## config.mk

```make
export PLATFORM = sky130hd
export DESIGN_NAME = lsu_mem_master
export DESIGN_NICKNAME = d
export VERILOG_FILES = /design/src/rtl/mem_pkg.sv /design/src/rtl/lsu_lane_align.sv /design/src/rtl/lsu_mem_master.sv
export SDC_FILE = /design/constraint.sdc
export NUM_CORES = 1
export LEC_CHECK = 0
export ABC_AREA = 1
export CORE_MARGIN = 1.5
export CORE_UTILIZATION = 45
export CTS_CLUSTER_SIZE = 8
export DETAILED_ROUTE_END_ITERATION = 6
export PLACE_DENSITY = 0.73
export SLEW_MARGIN = 20
export SYNTH_ARGS = -nofsm -noshare
export SYNTH_HDL_FRONTEND = slang
export SYNTH_HIERARCHICAL = 1
export SYNTH_SLANG_ARGS = --single-unit
```

## constraint.sdc

```tcl
create_clock -name clk -period 4.4 [get_ports clk]
set_clock_uncertainty 0.1 [all_clocks]
set_input_delay 0.44 -clock clk [delete_from_list [all_inputs] [get_ports clk]]
set_output_delay 0.44 -clock clk [all_outputs]
set_load 0.05 [all_outputs]
```

## src/rtl/mem_pkg.sv

```systemverilog
// mem_pkg: shared types and constants for the LSU-to-RAM request/valid master.
//   oplen_e     - access size encoding carried on req_oplen / mem_oplen
//   lsu_state_e - transaction sequencer states
//   req_is_bad  - decides whether a request is rejected without touching memory
package mem_pkg;

   typedef enum logic [1:0] {
      OP_BYTE    = 2'b00,
      OP_HALF    = 2'b01,
      OP_WORD    = 2'b10,
      OP_ILLEGAL = 2'b11
   } oplen_e;

   typedef enum logic [2:0] {
      ST_IDLE     = 3'd0,
      ST_RD_WAIT  = 3'd1,
      ST_RMW_WAIT = 3'd2,
      ST_WR_WAIT  = 3'd3,
      ST_RESP     = 3'd4
   } lsu_state_e;

   localparam logic [31:0] GPIO_ADDR_DEFAULT = 32'hFFFF_FFFF;
   localparam int unsigned TIMEOUT_DEFAULT   = 16;

   // The GPIO register is a single word: it is exempt from the word alignment
   // rule, but any sub-word access to it is rejected so it is never merged.
   function automatic logic req_is_bad(input logic [31:0] addr,
                                       input logic [1:0]  oplen,
                                       input logic [31:0] gpio_addr);
      logic is_gpio;
      is_gpio = (addr == gpio_addr);
      case (oplen)
         OP_BYTE: return is_gpio;
         OP_HALF: return addr[0] | is_gpio;
         OP_WORD: return (addr[1:0] != 2'b00) && !is_gpio;
         default: return 1'b1;
      endcase
   endfunction

endpackage

```

## src/rtl/lsu_lane_align.sv

```systemverilog
// lsu_lane_align: combinational byte-lane steering between core and word RAM.
//   rd_word_i    - word returned by the RAM
//   byte_sel_i   - low address bits of the access
//   oplen_i      - access size
//   unsigned_i   - zero-extend (1) or sign-extend (0) sub-word loads
//   wdata_i      - low half of the store data (only bytes/halves are merged)
//   load_data_o  - extracted and extended load result
//   store_word_o - rd_word_i with the store bytes written into their lanes
module lsu_lane_align
   import mem_pkg::*;
(
   input  logic [31:0] rd_word_i,
   input  logic [1:0]  byte_sel_i,
   input  oplen_e      oplen_i,
   input  logic        unsigned_i,
   input  logic [15:0] wdata_i,
   output logic [31:0] load_data_o,
   output logic [31:0] store_word_o
);

   logic [4:0]  byte_shift;
   logic [4:0]  half_shift;
   logic [7:0]  lane8;
   logic [15:0] lane16;

   assign byte_shift = {byte_sel_i, 3'b000};
   assign half_shift = {byte_sel_i[1], 4'b0000};

   always_comb begin
      // NOTE: every output gets a value before the case so no path can leave
      // one unassigned, which would infer a latch.
      load_data_o  = rd_word_i;
      store_word_o = rd_word_i;
      lane8        = 8'(rd_word_i >> byte_shift);
      lane16       = 16'(rd_word_i >> half_shift);
      case (oplen_i)
         OP_BYTE: begin
            load_data_o  = {{24{~unsigned_i & lane8[7]}}, lane8};
            store_word_o = (rd_word_i & ~(32'h0000_00FF << byte_shift))
                         | ({24'h0, wdata_i[7:0]} << byte_shift);
         end
         OP_HALF: begin
            load_data_o  = {{16{~unsigned_i & lane16[15]}}, lane16};
            store_word_o = (rd_word_i & ~(32'h0000_FFFF << half_shift))
                         | ({16'h0, wdata_i} << half_shift);
         end
         default: ;
      endcase
   end

endmodule

```

## src/rtl/lsu_mem_master.sv

```systemverilog
// lsu_mem_master: turns core load/store requests into one-shot RAM accesses.
//   Core side : req_valid/req_ready handshake, req_addr/we/oplen/unsigned/wdata,
//               resp_valid pulse with resp_rdata/resp_err (no backpressure).
//   RAM side  : mem_enable pulse with mem_addr/oplen/we/data, completion on
//               mem_valid with mem_result one or more cycles later.
//   Sub-word stores are read-modify-write; a missing mem_valid ends the
//   transaction with an error after TIMEOUT_CYCLES wait cycles.
module lsu_mem_master
   import mem_pkg::*;
#(
   parameter int unsigned TIMEOUT_CYCLES = TIMEOUT_DEFAULT,
   parameter logic [31:0] GPIO_ADDR      = GPIO_ADDR_DEFAULT
) (
   input  logic        clk,
   input  logic        rst,
   input  logic        req_valid,
   output logic        req_ready,
   input  logic [31:0] req_addr,
   input  logic        req_we,
   input  logic [1:0]  req_oplen,
   input  logic        req_unsigned,
   input  logic [31:0] req_wdata,
   output logic        resp_valid,
   output logic [31:0] resp_rdata,
   output logic        resp_err,
   output logic        mem_enable,
   output logic [31:0] mem_addr,
   output logic [1:0]  mem_oplen,
   output logic        mem_we,
   output logic [31:0] mem_data,
   input  logic        mem_valid,
   input  logic [31:0] mem_result
);

   localparam int unsigned      CNT_W    = $clog2(TIMEOUT_CYCLES + 1);
   localparam logic [CNT_W-1:0] CNT_LAST = CNT_W'(TIMEOUT_CYCLES - 1);

   lsu_state_e       state_q, state_d;
   logic [1:0]       lane_q, lane_d;
   oplen_e           oplen_q, oplen_d;
   logic             uns_q, uns_d;
   logic [15:0]      wdata_q, wdata_d;
   logic [CNT_W-1:0] cnt_q, cnt_d;

   logic             req_ready_q, req_ready_d;
   logic             resp_valid_q, resp_valid_d;
   logic [31:0]      resp_rdata_q, resp_rdata_d;
   logic             resp_err_q, resp_err_d;
   logic             mem_enable_q, mem_enable_d;
   logic [31:0]      mem_addr_q, mem_addr_d;
   logic [1:0]       mem_oplen_q, mem_oplen_d;
   logic             mem_we_q, mem_we_d;
   logic [31:0]      mem_data_q, mem_data_d;

   logic             accept;
   logic             bad_req;
   logic             sub_word_store;
   logic             timeout_hit;
   logic [31:0]      load_data;
   logic [31:0]      store_word;

   assign accept         = req_valid && req_ready_q;
   assign bad_req        = req_is_bad(req_addr, req_oplen, GPIO_ADDR);
   assign sub_word_store = req_we && (req_oplen != OP_WORD);
   assign timeout_hit    = (cnt_q == CNT_LAST);

   lsu_lane_align u_lane_align (
      .rd_word_i    (mem_result),
      .byte_sel_i   (lane_q),
      .oplen_i      (oplen_q),
      .unsigned_i   (uns_q),
      .wdata_i      (wdata_q),
      .load_data_o  (load_data),
      .store_word_o (store_word)
   );

   // State and output registers.
   always_ff @(posedge clk or negedge rst) begin
      // NOTE: registered state is assigned with <= so every flop samples the
      // pre-edge values, independent of the order of statements.
      if (!rst) begin
         state_q      <= ST_IDLE;
         lane_q       <= 2'b00;
         oplen_q      <= OP_BYTE;
         uns_q        <= 1'b0;
         wdata_q      <= '0;
         cnt_q        <= '0;
         req_ready_q  <= 1'b1;
         resp_valid_q <= 1'b0;
         resp_rdata_q <= '0;
         resp_err_q   <= 1'b0;
         mem_enable_q <= 1'b0;
         mem_addr_q   <= '0;
         mem_oplen_q  <= 2'b00;
         mem_we_q     <= 1'b0;
         mem_data_q   <= '0;
      end else begin
         state_q      <= state_d;
         lane_q       <= lane_d;
         oplen_q      <= oplen_d;
         uns_q        <= uns_d;
         wdata_q      <= wdata_d;
         cnt_q        <= cnt_d;
         req_ready_q  <= req_ready_d;
         resp_valid_q <= resp_valid_d;
         resp_rdata_q <= resp_rdata_d;
         resp_err_q   <= resp_err_d;
         mem_enable_q <= mem_enable_d;
         mem_addr_q   <= mem_addr_d;
         mem_oplen_q  <= mem_oplen_d;
         mem_we_q     <= mem_we_d;
         mem_data_q   <= mem_data_d;
      end
   end

   // Next-state logic. mem_valid is only looked at in the wait states, so a
   // stale completion arriving in IDLE or RESP has no effect.
   always_comb begin
      state_d = state_q;
      case (state_q)
         ST_IDLE: begin
            if (accept) begin
               if (bad_req)             state_d = ST_RESP;
               else if (!req_we)        state_d = ST_RD_WAIT;
               else if (sub_word_store) state_d = ST_RMW_WAIT;
               else                     state_d = ST_WR_WAIT;
            end
         end
         ST_RD_WAIT,
         ST_WR_WAIT: begin
            if (mem_valid || timeout_hit) state_d = ST_RESP;
         end
         ST_RMW_WAIT: begin
            if (mem_valid)        state_d = ST_WR_WAIT;
            else if (timeout_hit) state_d = ST_RESP;
         end
         ST_RESP: state_d = ST_IDLE;
         default: state_d = ST_IDLE;
      endcase
   end

   // Output and datapath next values.
   always_comb begin
      lane_d       = lane_q;
      oplen_d      = oplen_q;
      uns_d        = uns_q;
      wdata_d      = wdata_q;
      mem_enable_d = 1'b0;
      mem_addr_d   = mem_addr_q;
      mem_oplen_d  = mem_oplen_q;
      mem_we_d     = mem_we_q;
      mem_data_d   = mem_data_q;
      resp_valid_d = 1'b0;
      resp_rdata_d = '0;
      resp_err_d   = 1'b0;

      case (state_q)
         ST_IDLE: begin
            if (accept) begin
               lane_d  = req_addr[1:0];
               oplen_d = oplen_e'(req_oplen);
               uns_d   = req_unsigned;
               wdata_d = req_wdata[15:0];
               if (bad_req) begin
                  resp_valid_d = 1'b1;
                  resp_err_d   = 1'b1;
               end else begin
                  mem_enable_d = 1'b1;
                  mem_addr_d   = (req_addr == GPIO_ADDR) ? req_addr : {req_addr[31:2], 2'b00};
                  mem_oplen_d  = req_oplen;
                  // Sub-word stores start with a read of the containing word.
                  mem_we_d     = req_we && !sub_word_store;
                  mem_data_d   = mem_we_d ? req_wdata : 32'h0;
               end
            end
         end
         ST_RD_WAIT: begin
            if (mem_valid) begin
               resp_valid_d = 1'b1;
               resp_rdata_d = load_data;
            end else if (timeout_hit) begin
               resp_valid_d = 1'b1;
               resp_err_d   = 1'b1;
            end
         end
         ST_RMW_WAIT: begin
            if (mem_valid) begin
               mem_enable_d = 1'b1;
               mem_we_d     = 1'b1;
               mem_data_d   = store_word;
            end else if (timeout_hit) begin
               // The merged write is dropped: RAM contents stay as they were.
               resp_valid_d = 1'b1;
               resp_err_d   = 1'b1;
            end
         end
         ST_WR_WAIT: begin
            if (mem_valid) begin
               resp_valid_d = 1'b1;
            end else if (timeout_hit) begin
               resp_valid_d = 1'b1;
               resp_err_d   = 1'b1;
            end
         end
         ST_RESP: mem_we_d = 1'b0;
         default: ;
      endcase

      req_ready_d = (state_d == ST_IDLE);

      // Counts wait cycles since the most recent enable pulse.
      if (mem_enable_d)
         cnt_d = '0;
      else if (state_q inside {ST_RD_WAIT, ST_RMW_WAIT, ST_WR_WAIT})
         cnt_d = cnt_q + CNT_W'(1);
      else
         cnt_d = '0;
   end

   assign req_ready  = req_ready_q;
   assign resp_valid = resp_valid_q;
   assign resp_rdata = resp_rdata_q;
   assign resp_err   = resp_err_q;
   assign mem_enable = mem_enable_q;
   assign mem_addr   = mem_addr_q;
   assign mem_oplen  = mem_oplen_q;
   assign mem_we     = mem_we_q;
   assign mem_data   = mem_data_q;

endmodule

```

==> summary.txt <==
Worst setup path
  • Critical path's most frequent cell: nand2_1
  • Slowest cell on crit path: dfrtp_2
  • Startpoint class of the critical path: register
  • Data arrival, critical path: just over 3000 ps
  • Critical path class: reg -> reg
  • Critical path endpoint: mem_data[16]$_DFFE_PN0P_
  • Worst reg2reg path depth: 9
  • Crit path cell chain: inv_2 > nor2_2 > o22ai_1 > nand2_1 > nand3_1 > nand2_1 > o21ai_0 > nand2_1 > nand2_1
  • CP max stage delay: 750 ps
  • Reg2reg end: mem_data[16]$_DFFE_PN0P_
  • Crit end category: register
  • Critical R2R Launch: lane_q[1]$_DFFE_PN0P_
  • Worst Path Max Fanout: 40
  • CP Launch Point: lane_q[1]$_DFFE_PN0P_
  • Crit path required time: 4620 ps
  • Reg2reg setup slack: between 1500 and 2000 ps

Timing
  • Min cycle time layout: 2830 ps
  • Slew margin rel.: 0.438
  • Peak Freq: 353 MHz
  • Final Worst Setup Slack: 1570 ps
  • Total negative slack: 0 ps
  • Crit share post-route: 0.643
  • RSZ-0062 raised after global routing: no
  • Worst Tran Pin Value: 842 ps
  • Hold Vio Cnt, Final: 0
  • # setup viols final: 0
  • Max-slew violations: 0

Final layout
  • Fillcell total: 1556
  • Layout area overhead: 35.9%
  • Ant. Diodes: 0
  • Share of layout cells above drive strength 1: 0.0537
  • Final Util: 0.620
  • Nets: 1378
  • Finished Layout Cells: 1505

Die
  • Die Y: 132 um
  • Num rows: 47
  • Die W: 132 um
  • Num ports: 207
  • CORE AREA: roughly 0.016 mm^2
  • Initial Util: 0.456
  • Area of the die: ~0.017 mm^2

Detailed routing
  • Drt total wl: around 24000 um
  • DRC: 0
  • Final ANT Viol Nets: 0
  • First drt pass iteration count: 5
  • Via count: 7693
  • DRT iter0 DRCs: 833
  • Drt wl/cell: 15.8 um
  • Routed vias/inst: between 5 and 6

Place
  • Place WS: 1400 ps
  • RePlAce Congestion: 1.00
  • Cell count after placement: 1472
  • Port Buffers: 206
  • Dpl hpwl: approximately 17000 um

Synthesis
  • Synthesized area: approximately 0.0075 mm^2
  • Most used DFF post-synth: dfrtp_1
  • EDFF count, synth: 0
  • Syn_area_per_cell: 6.83 um^2
  • Post-synth cell types: 32
  • Yosys warns: 6
  • Seq/Total Area, Yosys: 0.440
  • Post-Syn Nets: 1206
  • #FFs+latches synth: 132
  • Synth Instances: 1100
  • Fraction of registers with async set/reset: 1.00

Clock network
  • TritonCTS Sinks: ~130
  • # H-tree levels: 4
  • Root buffer cell: clkbuf_16
  • Clock transition at the registers of the reported paths: 60 ps
  • Cts bufs inserted: 17
  • Clock Latency Late Sink: 420 ps
  • CTS tree: yes
  • CTS resizes: 0
  • Longest Clk Path Bufs: 2
  • Setup bufs post-CTS: 0

Global routing
  • Initial antenna violation count: 0
  • GRT overflow: 0
  • First-pass GRT wire length: 38100 um
  • Vias in the first global route: 7156
  • Largest net degree at the start of global routing: approximately 70
  • Global Route Usage Sum: 0.277

Power
  • LEAKAGE: ~5 nW
  • VDD IR max: 0.497 mV
  • Power per cell area: ~740 mW/mm^2

Run status
  • Status: finished, final reports clean

Run
  • Maxcap violations: 0

Min path
  • Hold WC Path Type: reg -> reg
worst max-delay path, delay by kind of cell (launching register included):
kind | cells | cell delay, ps
and+or+nand+nor | 6 | 1180
DFF | 1 | 750
buffers and inverters | 1 | 450
AOI/OAI and AO/OA | 2 | 230
layer usage:
| metal | up-vias | global-route usage | share of wire |
|---|---|---|---|
| met5 | - | 0 | 0 |
| met4 | 0 | 0.0861 | 0.022 |
| met3 | 37 | 0.0754 | 0.091 |
| met2 | 354 | 0.426 | 0.45 |
| met1 | 3478 | 0.381 | 0.44 |
| li1 | 3824 | - | - |
logic make-up (layout without fill, tap and decap cells):
group           Yosys count  after routing  synth area share
buf+inv                 152            337            0.0872
simple gates            652            652             0.353
compound gates          160            160             0.114
xor+xnor                  2              2           0.00233
flops                   132            132             0.440
fa+ha+maj                 2              2           0.00333
worst min-delay path by stage:
stage / startpoint / endpoint / slack, ps / depth (start not counted)
floorplan: rst / cnt_q[0]$_DFF_PN0_ / 40 / 0
global placement: rst / resp_rdata[6]$_DFF_PN0_ / 330 / 1
detailed placement: rst / resp_rdata[4]$_DFF_PN0_ / 330 / 1
CTS: cnt_q[0]$_DFF_PN0_ / cnt_q[0]$_DFF_PN0_ / 370 / 1
global route: mem_addr[22]$_DFFE_PN0P_ / mem_addr[22]$_DFFE_PN0P_ / 390 / 2
finish: cnt_q[0]$_DFF_PN0_ / cnt_q[0]$_DFF_PN0_ / 370 / 1
registers in the layout, summed over array words and instances, names as in the netlist:
signal,flops
oplen_q,2
wdata_q,16
mem_data,32
req_ready,1
lane_q,2
resp_valid,1
resp_rdata,32
mem_enable,1
state_q,3
uns_q,1
mem_oplen,2
mem_addr,32
resp_err,1
mem_we,1
cnt_q,5
repair_timing:
action,4_1_cts,5_1_grt
endpoints found under the setup margin,0,0
hold buffers,1,0
endpoints found under the hold margin,55,0
area by class of cell:
class | instances | area [um^2] | area share
Clock inverter | 11 | 128 | 0.0125
Clock buffer | 21 | 460 | 0.0451
Timing Repair Buffer | 216 | 2140 | 0.210
Inverter | 89 | 337 | 0.0329
Tap cell | 220 | 275 | 0.0269
Sequential cell | 132 | 3310 | 0.324
Multi-Input combinational cell | 816 | 3570 | 0.349
report_power, final:
group	leakage (nW)	internal [mW]	switching [mW]
sequential	1.74	1.63	0.365
combinational	3.02	1.25	2.86
clock	0.280	0.865	0.543
total	5.04	3.75	3.76
through the flow:
step	power [mW]	area [um^2]	hold WS (ps)
finish	7.51	10200	366
global route	7.99	10200	395
CTS	7.50	10200	369
detailed placement	6.06	9620	329
global placement	6.04	9610	334
floorplan	4.79	7510	44.4
synthesized netlist by cell type (all sizes together) (2+ instances only):
cell type / number / area (um^2)
nand3: 76 / 398
o22ai: 26 / 163
nor2: 65 / 299
dfrtp: 131 / 3280
a21boi: 7 / 52.6
nand4: 8 / 56.3
inv: 89 / 337
buf: 37 / 221
a21oi: 33 / 165
nand2: 500 / 1880
nor3: 2 / 15.0
clkbuf: 26 / 97.6
o21ai: 92 / 460
ha: 2 / 25.0
layout by cell type (no fill, tap or decap), types with 3 or more instances in the layout:
master,count
dfrtp_1,130
o22ai_1,26
buf_4,9
nor2_2,10
a21oi_1,33
clkdlybuf4s50_1,205
o21ai_0,91
nand2_1,498
clkinvlp_4,3
clkinv_4,3
nand3_1,73
nand4_1,7
nor2_1,53
a21boi_0,7
inv_2,7
inv_1,81
clkbuf_16,17
No activity file was read; power rests on OpenSTA's default activity.
